**src/rtl/adc_fifo_reader_if.sv**
```systemverilog
// adc_fifo_reader_if: sample FIFO read port plus serial bit handshake toward the tx encoder
interface adc_fifo_reader_if;
  logic       fifo_empty;
  logic [7:0] fifo_dataout;
  logic       fifo_nextout;
  logic       bit_req;
  logic       tx_bit;
  logic       tx_valid;
  modport master (input fifo_empty, fifo_dataout, bit_req, output fifo_nextout, tx_bit, tx_valid);
  modport slave (output fifo_empty, fifo_dataout, bit_req, input fifo_nextout, tx_bit, tx_valid);
endinterface

```
**src/rtl/adc_fifo_reader.sv**
```systemverilog
// adc_fifo_reader: pops ADC samples, serializes them per encoder bit request, then a mod-256 checksum
module adc_fifo_reader #(
  parameter int         TIMEOUT   = 255,
  parameter logic [7:0] PAD_BYTE  = 8'h00,
  parameter bit         MSB_FIRST = 1'b1
) (
  input  logic              clk,
  input  logic              reset,
  input  logic              start,
  input  logic [7:0]        sample_count,
  input  logic              abort,
  adc_fifo_reader_if.master bus,
  output logic              busy,
  output logic              done,
  output logic              underrun
);
  typedef enum logic [2:0] {IDLE, WAIT, POP, LOAD, SHIFT, CSUM, DONE} state_t;
  state_t state, state_d;
  logic [7:0] n, csum, sr, wait_cnt, n_dec, sr_shift;
  logic [2:0] bit_cnt;
  logic valid, consume, last, timeout;
  assign n_dec    = n - 8'(n != 8'd0);
  assign sr_shift = MSB_FIRST ? {sr[6:0], 1'b0} : {1'b0, sr[7:1]};
  assign timeout  = wait_cnt == 8'(TIMEOUT - 1);
  always_comb begin
    valid            = state == SHIFT || state == CSUM;
    consume          = valid & bus.bit_req;
    last             = consume && bit_cnt == 3'd7;
    bus.tx_valid     = valid;
    bus.tx_bit       = valid & (MSB_FIRST ? sr[7] : sr[0]);
    bus.fifo_nextout = state == POP;
    busy             = state != IDLE && state != DONE;
    done             = state == DONE;
    state_d          = state;
    case (state)
      IDLE:    state_d = start ? (sample_count != 8'd0 ? WAIT : CSUM) : IDLE;
      WAIT:    state_d = !bus.fifo_empty ? POP : timeout ? SHIFT : WAIT;
      POP:     state_d = LOAD;
      LOAD:    state_d = SHIFT;
      SHIFT:   state_d = last ? (n != 8'd0 ? WAIT : CSUM) : SHIFT;
      CSUM:    state_d = last ? DONE : CSUM;
      default: state_d = IDLE;
    endcase
    if (abort) state_d = IDLE;
  end
  always_ff @(posedge clk or negedge reset)
    if (!reset) state <= IDLE;
    else state <= state_d;
  always_ff @(posedge clk or negedge reset) begin
    if (!reset) begin
      n        <= '0;
      csum     <= '0;
      sr       <= '0;
      wait_cnt <= '0;
      bit_cnt  <= '0;
      underrun <= 1'b0;
    end else if (!abort) begin
      case (state)
        IDLE: if (start) begin
          n        <= sample_count;
          csum     <= '0;
          sr       <= '0;
          wait_cnt <= '0;
          bit_cnt  <= '0;
          underrun <= 1'b0;
        end
        WAIT: if (bus.fifo_empty) begin
          if (timeout) begin
            sr       <= PAD_BYTE;
            csum     <= csum + PAD_BYTE;
            n        <= n_dec;
            underrun <= 1'b1;
          end else wait_cnt <= wait_cnt + 8'd1;
        end
        LOAD: begin
          sr   <= bus.fifo_dataout;
          csum <= csum + bus.fifo_dataout;
          n    <= n_dec;
        end
        // the last data bit hands the checksum straight to the shifter; a WAIT detour reloads it anyway
        SHIFT, CSUM: if (consume) begin
          bit_cnt  <= bit_cnt + 3'd1;
          sr       <= (last && state == SHIFT) ? csum : sr_shift;
          wait_cnt <= '0;
        end
        default: ;
      endcase
    end
  end
endmodule

```
**src/flat_wrapper.sv**
```systemverilog
// flat-port wrapper written by rule: the top's interface ports become plain ports
module adc_fifo_reader_flat 
#(
  parameter int         TIMEOUT   = 255,
  parameter logic [7:0] PAD_BYTE  = 8'h00,
  parameter bit         MSB_FIRST = 1'b1
)
  (clk, reset, start, sample_count, abort, busy, done, underrun, bus_fifo_empty, bus_fifo_dataout, bus_bit_req, bus_fifo_nextout, bus_tx_bit, bus_tx_valid);
  adc_fifo_reader_if bus_i ();
  input  logic clk;
  input  logic reset;
  input  logic start;
  input  logic [7:0] sample_count;
  input  logic abort;
  output logic busy;
  output logic done;
  output logic underrun;
  input wire logic [$bits(bus_i.fifo_empty)-1:0] bus_fifo_empty;
  input wire logic [$bits(bus_i.fifo_dataout)-1:0] bus_fifo_dataout;
  input wire logic [$bits(bus_i.bit_req)-1:0] bus_bit_req;
  output wire logic [$bits(bus_i.fifo_nextout)-1:0] bus_fifo_nextout;
  output wire logic [$bits(bus_i.tx_bit)-1:0] bus_tx_bit;
  output wire logic [$bits(bus_i.tx_valid)-1:0] bus_tx_valid;
  assign bus_i.fifo_empty = bus_fifo_empty;
  assign bus_i.fifo_dataout = bus_fifo_dataout;
  assign bus_i.bit_req = bus_bit_req;
  assign bus_fifo_nextout = bus_i.fifo_nextout;
  assign bus_tx_bit = bus_i.tx_bit;
  assign bus_tx_valid = bus_i.tx_valid;
  adc_fifo_reader #(.TIMEOUT(TIMEOUT), .PAD_BYTE(PAD_BYTE), .MSB_FIRST(MSB_FIRST)) u_core (.clk(clk), .reset(reset), .start(start), .sample_count(sample_count), .abort(abort), .bus(bus_i), .busy(busy), .done(done), .underrun(underrun));
endmodule
```
**config.mk**
```make
export PLATFORM = sky130hd
export DESIGN_NAME = adc_fifo_reader_flat
export DESIGN_NICKNAME = d
export VERILOG_FILES = /design/src/rtl/adc_fifo_reader_if.sv /design/src/rtl/adc_fifo_reader.sv /design/src/flat_wrapper.sv
export SDC_FILE = /design/constraint.sdc
export NUM_CORES = 1
export LEC_CHECK = 0
export BUFFER_PORTS_ARGS = -buffer_cell sky130_fd_sc_hd__clkbuf_2
export CORE_UTILIZATION = 38
export DETAILED_ROUTE_END_ITERATION = 8
export GPL_TIMING_DRIVEN = 0
export PLACE_DENSITY = 0.58
export SYNTH_ARGS = -nofsm -noshare
export SYNTH_HDL_FRONTEND = slang
export SYNTH_SLANG_ARGS = --single-unit
export TNS_END_PERCENT = 30
```
**constraint.sdc**
```tcl
create_clock -name clk -period 5.4 [get_ports clk]
set_input_delay 0 -clock clk [delete_from_list [all_inputs] [get_ports clk]]
set_output_delay 0 -clock clk [all_outputs]
set_load 0.1 [all_outputs]
```
==> metrics.txt, run 1 <==
Slew Limit Fails 0; remaining antenna violation count after routing 0; GP Congestion around 0.83; # DRC 0; CTS Hold Bufs 1; later-pin clock latency in the skew report 0.30 ns; Setup Fix Bufs, Post-CTS 0; element type at the critical path end output port; critical path data required time between 5 and 6 ns; via count about 2300; RSZ-0062 raised after global routing no; Yosys top cell area share 0.375; sequential-to-total area share from yosys stat 0.375; Resize count post-CTS 0; Layout Skew 0.0131 ns; Top FF cell, synth dfrtp_1; max incr delay on CP roughly 0.50 ns; core area around 6500 um2; status completed; Post-synth EDFFs 0; WL per Instance around 16 um; Sink Count 39; final-report setup violation count 0; final hold violations 0; VDD IR-drop max approximately 0.11 mV; Iter 0 DRT Violations 205; CP bufs+invs 3; gr usage total 0.191; share of cells above drive strength 1 0.193; crit path DAT 2.17 ns; crit path cell chain nand2b_1 -> inv_1 -> clkbuf_1 -> or3_1 -> clkbuf_2; CTS tree yes; setup_tns 0 ns; top-count cell post-synth dfrtp_1; IO Pins 28; WS Path Type register to output port; n_diodes 0; Pre-Repair DR Iteration Count 7; Yosys warnings 0; cell taking the most area after synthesis dfrtp_1; Area growth, synth to finish 14.2%; number of fill cells in the layout 659; share of synthesized registers carrying an async set or reset 1.00; Relative slew margins 0.302; Worst Hold Class input pin to register; Util after Layout 0.460; Leak 1.31 nW; Syn Area/Cell ~9 um2; Final Cycle Share 0.402; critical path fanouts, max 10; number of port buffers 26; power density cells ~300 nW/um2; post-synth cell types between 50 and 60; cts bufs inserted 5; starting density of the core 0.403; chip width approximately 85 um; initial antenna violation count 0; total grt overflow 0; Layout Nets approximately 360; first-pass GRT wire length ~11 mm; Root Buffer clkbuf_8; site row count 29; Tightest Pin Transition between 1 and 1.5 ns; Die ar. 7180 um2; drt via density 5.75; Synth Cell Area around 2600 um2; slowest cell on the critical path dfrtp_1; WL final 6.35 mm; largest net degree at the start of global routing 40; CTS clk-pin slew, worst paths 0.08 ns; Max H-tree Level 2; Startpoint Class register; Fmax achieved 460 MHz; synthesized instance count slightly below 300; Hold Slack 0.0108 ns; Die H ~85 um; vias in the first global route 2217; CTS Buffer Depth 2; commonest cells in the netlist dfrtp_1 (39), nor2_1 (38), nand2_1 (27); sum of net half-perimeters after detailed placement 4.53 mm; Synth Register Bits 39; minimum clock period ~2.2 ns; delay-heaviest family, CP buffers and inverters; Syn Nets approximately 330; top post-synthesis cells by area dfrtp_1 (38%), ha_1 (6.3%), nor2_1 (5.5%); max cap viols 0
logic make-up (layout without fill, tap and decap cells):
logic type	Yosys count	count (layout)	share of synthesized area
simple gates	118	118	0.233
compound gates	90	90	0.240
flops	39	39	0.375
buf+inv	19	54	0.0409
fa+ha+maj	14	14	0.0703
xor+xnor	7	7	0.0236
mux	4	4	0.0173
sequential cells by signal, summed over array words and instances (netlist names):
signal and count:
u_core.csum 8, u_core.n 8, u_core.sr 8, u_core.wait_cnt 8, u_core.bit_cnt 3, u_core.state 3, u_core.underrun 1
through the flow:
stage	power [W]	worst slack, ns	cell area [um2]	cells
6_report	0.000894	3.23	2970	403
4_1_cts	0.000905	3.25	2970	403
2_1_floorplan	0.000538	2.71	2600	291
3_3_place_gp	0.000597	3.30	2830	394
5_1_grt	0.000948	3.09	2970	403
3_5_place_dp	0.000601	3.34	2830	394
cell usage in the layout (no fill, tap or decap), types with 6 or more instances in the layout:
cell,count
a21oi_1,20
nand2_1,27
buf_2,7
o21ai_0,22
nor4_1,6
dfrtp_1,39
nand3_1,7
ha_1,13
clkbuf_2,26
a22oi_1,6
nor3_1,6
a221oi_1,6
nand2b_1,7
nor2_1,38
power by group:
part	internal, W	total [W]	switching [W]
logic	0.0000883	0.000228	0.000140
clock network	0.000185	0.000297	0.000112
registers	0.000336	0.000369	0.0000332
final cells by class:
type / instances / area (um2) / area share
multi-input cells: 233 / 1520 / 0.511
flip-flops and latches: 39 / 976 / 0.329
repair buffers: 27 / 140 / 0.0472
well taps: 77 / 96.3 / 0.0324
plain buffers: 14 / 87.6 / 0.0295
clock buffers: 6 / 72.6 / 0.0244
clock inverters: 2 / 60.1 / 0.0202
inverters: 5 / 18.8 / 0.00632
layer usage:
metal  vias to the layer above  share of wire  global-route usage
met3                         6          0.045              0.0403
met2                        52           0.44               0.292
met4                         0         0.0093              0.0416
met1                      1115           0.51               0.278
li1                       1146              -                   -
met5                         -              0                   0
path summary, 6_finish.rpt:
path | from | slack [ns] | depth (start not counted) | to
min in group asynchronous | reset | 0.42 | 2 | u_core.wait_cnt[2]
hold reg to reg | u_core.n[3] | 0.51 | 1 | u_core.n[3]
setup reg to reg | u_core.state[2] | 3.25 | 5 | u_core.csum[3]
setup / recovery | u_core.state[2] | 3.23 | 5 | busy
hold / removal | abort | 0.01 | 2 | u_core.state[2]
max in group asynchronous | reset | 4.34 | 2 | u_core.sr[1]
No activity file was read; power rests on OpenSTA's default activity.
==> run 2: changes to the inputs <==
==> constraint.sdc (replaced) <==
create_clock -name clk -period 2.2 [get_ports clk]
set_input_delay 0 -clock clk [delete_from_list [all_inputs] [get_ports clk]]
set_output_delay 0 -clock clk [all_outputs]
set_load 0.1 [all_outputs]
==> metrics.txt, run 2 (synthesized netlist as in run 1, its figures left out) <==
final hold violations 0 (unchanged); CTS Buffer Depth 2 (unchanged); WL per Instance 15.3 um (-2.9%); site row count 29 (unchanged); Die H 84.7 um (unchanged); reg2reg start u_core.csum[2]; Layout Nets 362 (+0.28%); Slew Limit Fails 0 (unchanged); Sink Count 39 (unchanged); cts bufs inserted 5 (unchanged); max cap viols 0 (unchanged); multi-input logic area 1540 um2 (+1.2%); number of fill cells in the layout 652 (-1.1%); vias in the first global route 2216 (-0.045%); Final WS setup 0.146 ns (-3.08 ns); IO Pins 28 (unchanged); sum of net half-perimeters after detailed placement 4.49 mm (-0.80%); gr usage total 0.185 (-0.00603); critical path data required time 2.44 ns (-2.96 ns); Fmax achieved around 490 MHz; Area growth, synth to finish 14.8%; status completed; GP Congestion 0.822 (-0.64%); R2R depth 6 (+1); # DRC 0 (unchanged); drt via density 5.71 (-0.81%); VDD IR-drop max 0.237 mV (+120%); power density cells 706 nW/um2 (+130%); setup_tns 0 ns (unchanged); total grt overflow 0 (unchanged); Layout Skew 0.0112 ns (-0.00187 ns); Final Cycle Share 0.934; later-pin clock latency in the skew report 0.30 ns (about the same); remaining antenna violation count after routing 0 (unchanged); core area 6460 um2 (unchanged); WL final 6.18 mm (-2.6%); Setup Slack @ Placement 0.129 ns (-3.21 ns); Die ar. 7180 um2 (unchanged); first-pass GRT wire length 10.5 mm (-4.1%); commonest cells after routing, fill and taps aside dfrtp_1 (39), nor2_1 (38), nand2_1 (27); minimum clock period between 2 and 2.5 ns; RSZ-0062 raised after global routing no; critical path fanouts, max 4 (-6); CTS tree yes; chip width 84.7 um (unchanged); final-report setup violation count 0 (unchanged); element type at the critical path end register; commonest non-fill, non-tap cell in the layout dfrtp_1; number of port buffers 26 (unchanged); starting density of the core 0.403 (unchanged); Pre-Repair DR Iteration Count 6 (-1); n_diodes 0 (unchanged); Worst Hold Class input pin to register; Setup Fix Bufs, Post-CTS 0 (unchanged); worst reg2reg path endpoint u_core.csum[7]; Relative slew margins 0.313 (+0.0113); WS Path Type register to register; Iter 0 DRT Violations 124 (-40%); CP startpoint u_core.csum[2]; Root Buffer clkbuf_8; CP Capture Point u_core.csum[7]; initial antenna violation count 0 (unchanged); via count 2306 (-0.56%); CTS clk-pin slew, worst paths 0.09 ns (about the same); Tightest Pin Transition 1.03 ns (-0.0170 ns); Register Area 976 um2 (unchanged); largest net degree at the start of global routing 40 (unchanged); share of cells above drive strength 1 0.205 (+0.0116); Leak 1.31 nW (+0.48%); Startpoint Class register; Max H-tree Level 2 (unchanged); flop2flop setup slack 0.15 ns (-3.10 ns); crit path DAT 2.30 ns (+0.13 ns)
## run 2: cell types whose count changed in the layout (fill, tap and decap cells not counted), sizes merged
cell | before | now
clkbuf | 34 | 33
clkinv | 0 | 1
bufinv | 2 | 1
buf | 12 | 13
dlygate4sd3 | 1 | 2
## run 2: layout make-up
cell class                 count  share of cell area
sequential                    39               0.327
clock inverter                 2              0.0117
buffer                        14              0.0298
timing repair buffer          28              0.0503
tap                           77              0.0323
inverter                       5             0.00629
multi-input combinational    233               0.515
clock buffer                   6              0.0277
## run 2: critical path, cell delays in order, from the launching register on
cell and delay, ns:
dfrtp_1 0.40, ha_1 0.33, o21ai_0 0.33, o211ai_1 0.16, and3_1 0.20, or4_1 0.50
nand3_1 0.08
## run 2: worst min-delay path by stage
stage                from            endpoint  slack (ns)  cells past startpoint
floorplan           reset   u_core.bit_cnt[0]       -0.30                      0
global placement    reset  u_core.wait_cnt[2]        0.23                      1
detailed placement  reset  u_core.wait_cnt[1]        0.23                      1
CTS                 abort     u_core.state[2]       0.003                      2
global route        abort     u_core.state[2]        0.03                      2
finish              abort     u_core.state[1]        0.02                      2
## run 2: metrics by stage
| step | hold WS [ns] | power [W] | std cells | instance area, um2 | utilization |
|---|---|---|---|---|---|
| 5_1_grt | 0.0265 | 0.00225 | 404 | 2980 | 0.462 |
| 2_1_floorplan | -0.296 | 0.00132 | 291 | 2610 | - |
| 4_1_cts | 0.00262 | 0.00212 | 404 | 2970 | 0.460 |
| 3_5_place_dp | 0.232 | 0.00147 | 394 | 2830 | 0.438 |
| 3_3_place_gp | 0.231 | 0.00146 | 394 | 2830 | 0.438 |
| 6_report | 0.0188 | 0.00211 | 404 | 2980 | 0.462 |
## run 2: report_power, final
part / leakage [nW] / internal [W] / total, W / switching (W)
Sequential: 0.512 / 0.000824 / 0.000910 / 0.0000863
Combinational: 0.740 / 0.000222 / 0.000565 / 0.000343
Clock: 0.0612 / 0.000367 / 0.000632 / 0.000265
Total: 1.31 / 0.00141 / 0.00211 / 0.000695
## run 2: per-layer routing
| layer | global-route usage | vias up | wire length (um) |
|---|---|---|---|
| li1 | - | 1148 | - |
| met1 | 0.263 | 1114 | 3210 |
| met2 | 0.291 | 38 | 2710 |
| met3 | 0.0354 | 6 | 203 |
| met4 | 0.0431 | 0 | 56 |
| met5 | 0 | - | 0 |
## run 2: timing repair
| item | CTS | global route |
|---|---|---|
| hold endpoints to repair | 40 | 0 |
| endpoints found under the setup margin | 0 | 6 |
| resized for setup | 0 | 5 |
| hold buffers | 2 | 0 |
==> run 3: changes to the inputs <==
--- a/config.mk
+++ b/config.mk
@@ -6,10 +6,12 @@
 export NUM_CORES = 1
 export LEC_CHECK = 0
 export BUFFER_PORTS_ARGS = -buffer_cell sky130_fd_sc_hd__clkbuf_2
-export CORE_UTILIZATION = 38
+export CELL_PAD_IN_SITES_DETAIL_PLACEMENT = 1
+export CELL_PAD_IN_SITES_GLOBAL_PLACEMENT = 2
+export CORE_UTILIZATION = 36
 export DETAILED_ROUTE_END_ITERATION = 8
 export GPL_TIMING_DRIVEN = 0
-export PLACE_DENSITY = 0.58
+export PLACE_DENSITY = 0.81
 export SYNTH_ARGS = -nofsm -noshare
 export SYNTH_HDL_FRONTEND = slang
 export SYNTH_SLANG_ARGS = --single-unit
==> metrics.txt, run 3 (synthesized netlist as in run 1, its figures left out) <==
Max H-tree Level 2 (unchanged); initial antenna violation count 0 (unchanged); site row count 30 (+3.4%); sw power 0.000714 W (+2.8%); Hold Slack 0.0109 ns (-0.00797 ns); drt via density 5.43 (-4.8%); WS Path Type register to register; CTS clk-pin slew, worst paths 0.09 ns (about the same); CTS tree yes; element type at the critical path end register; multi-input logic area 1530 um2 (-0.41%); Layout Nets 363 (+0.28%); Worst Hold Launch bus_bit_req; # DRC 0 (unchanged); Leak 1.32 nW (+0.23%); Worst Hold Class input pin to register; cts bufs inserted 5 (unchanged); starting density of the core 0.379 (-0.0241); vias in the first global route 2407 (+8.6%); share of cells above drive strength 1 0.201 (-0.00367); critical path data required time 2.39 ns (-0.05 ns); hold path cells 3 (+1); status completed; Int Power 0.00150 W (+6.2%); Die H 87.0 um (+2.7%); Slew Limit Fails 0 (unchanged); Register Area 976 um2 (unchanged); Iter 0 DRT Violations 120 (-3.2%); crit path DAT 2.28 ns (-0.02 ns); Pre-Repair DR Iteration Count 4 (-2); IO Pins 28 (unchanged); Startpoint Class register; WL per Instance 16.1 um (+5.5%); n_diodes 0 (unchanged); Setup Slack @ Placement 0.0966 ns (-0.0326 ns); Sink Count 39 (unchanged); Layout Skew 0.0120 ns (+0.000823 ns); final-report setup violation count 0 (unchanged); final hold violations 0 (unchanged); via count 2303 (-0.13%); gr usage total 0.200 (+0.0153); Final WS setup 0.110 ns (-0.0351 ns); Area growth, synth to finish 16.6%; total grt overflow 0 (unchanged); largest net degree at the start of global routing 40 (unchanged); Worst Hold Path EP u_core.state[1]; Setup Fix Bufs, Post-CTS 0 (unchanged); Sequential Power Share 0.409 (-0.023); combinational power share 0.259 (-0.009); R2R depth 9 (+3); core area 6870 um2 (+6.4%); first-pass GRT wire length 11.8 mm (+13%); minimum clock period 2.09 ns (+0.0351 ns); critical path fanouts, max 8 (+4); Final Cycle Share 0.950 (+0.0160); commonest non-fill, non-tap cell in the layout dfrtp_1; RSZ-0062 raised after global routing no; Clk pwr share 0.332 (+0.032); sw frac 0.322 (-0.00710); commonest cells after routing, fill and taps aside dfrtp_1 (39), nor2_1 (38), nand2_1 (27); worst reg2reg path endpoint u_core.n[6]; max cap viols 0 (unchanged); number of port buffers 26 (unchanged); flop2flop setup slack 0.11 ns (-0.04 ns); sum of net half-perimeters after detailed placement 5.05 mm (+12%); remaining antenna violation count after routing 0 (unchanged); WL final 6.84 mm (+11%); number of fill cells in the layout 845 (+30%); reg2reg start u_core.n[4]; power density cells 731 nW/um2 (+3.5%); Root Buffer clkbuf_8; VDD IR-drop max 0.342 mV (+45%); CTS Buffer Depth 2 (unchanged); Tightest Pin Transition 1.02 ns (-0.00817 ns); chip width 87.0 um (+2.7%); GP Congestion 0.742 (-9.8%); later-pin clock latency in the skew report 0.30 ns (about the same); Relative slew margins 0.319 (+0.00545); Fmax achieved 479 MHz (-1.7%); Die ar. 7570 um2 (+5.4%)
[run 3: power by group through the flow]
stage,Combinational [W],Clock (W),Sequential (W)
CTS,0.000577,0.000753,0.000907
global placement,0.000561,0,0.000916
floorplan,0.000424,0,0.000898
global route,0.000651,0.000780,0.000921
detailed placement,0.000566,0,0.000921
finish,0.000573,0.000735,0.000907
[run 3: cell type report]
type	instances	area share
Buffer	14	0.0289
Clock buffer	6	0.0239
Clock inverter	2	0.0198
Inverter	5	0.00619
Multi-Input combinational cell	233	0.505
Sequential cell	39	0.322
Tap cell	96	0.0396
Timing Repair Buffer	29	0.0545
[run 3: metrics by stage]
step           instances  setup TNS, ns  cell area, um2   util  power, W
3_5_place_dp         413              0            2860  0.416   0.00149
2_1_floorplan        291         -0.659            2610      -   0.00132
5_1_grt              424              0            3030  0.441   0.00235
6_report             424              0            3030  0.441   0.00222
4_1_cts              424              0            3020  0.440   0.00224
3_3_place_gp         413              0            2860  0.416   0.00148
[run 3: layer usage]
metal  GRT usage  part of all wire  vias to the layer above
met5           0                 0                        -
met4      0.0500            0.0095                        0
met3      0.0322             0.024                        8
met2       0.318              0.45                       23
met1       0.284              0.51                     1127
li1            -                 -                     1145
[run 3: worst max path at each step]
stage / from / endpoint / depth (start not counted)
2_1_floorplan: u_core.state[1] / bus_tx_bit / 4
3_3_place_gp: u_core.n[4] / u_core.n[4] / 9
3_5_place_dp: u_core.state[2] / u_core.csum[3] / 5
4_1_cts: u_core.state[2] / u_core.csum[3] / 5
5_1_grt: u_core.n[4] / u_core.n[6] / 9
6_report: u_core.n[4] / u_core.n[6] / 9
[run 3: what timing repair did]
action / in CTS / in global routing
gates resized for setup: 2 / 2
hold buffers: 3 / 0
endpoints found under the setup margin: 2 / 3
endpoints found under the hold margin: 41 / 0
[run 3: worst max-delay path: stages (launching register included)]
cell and delay [ns]:
dfrtp_1 0.39, buf_6 0.13, nor4_2 0.30, nand4_1 0.23, ha_2 0.25, ha_1 0.22
nand2_1 0.12, nor2_1 0.07, a22oi_1 0.17, o2bb2ai_1 0.10
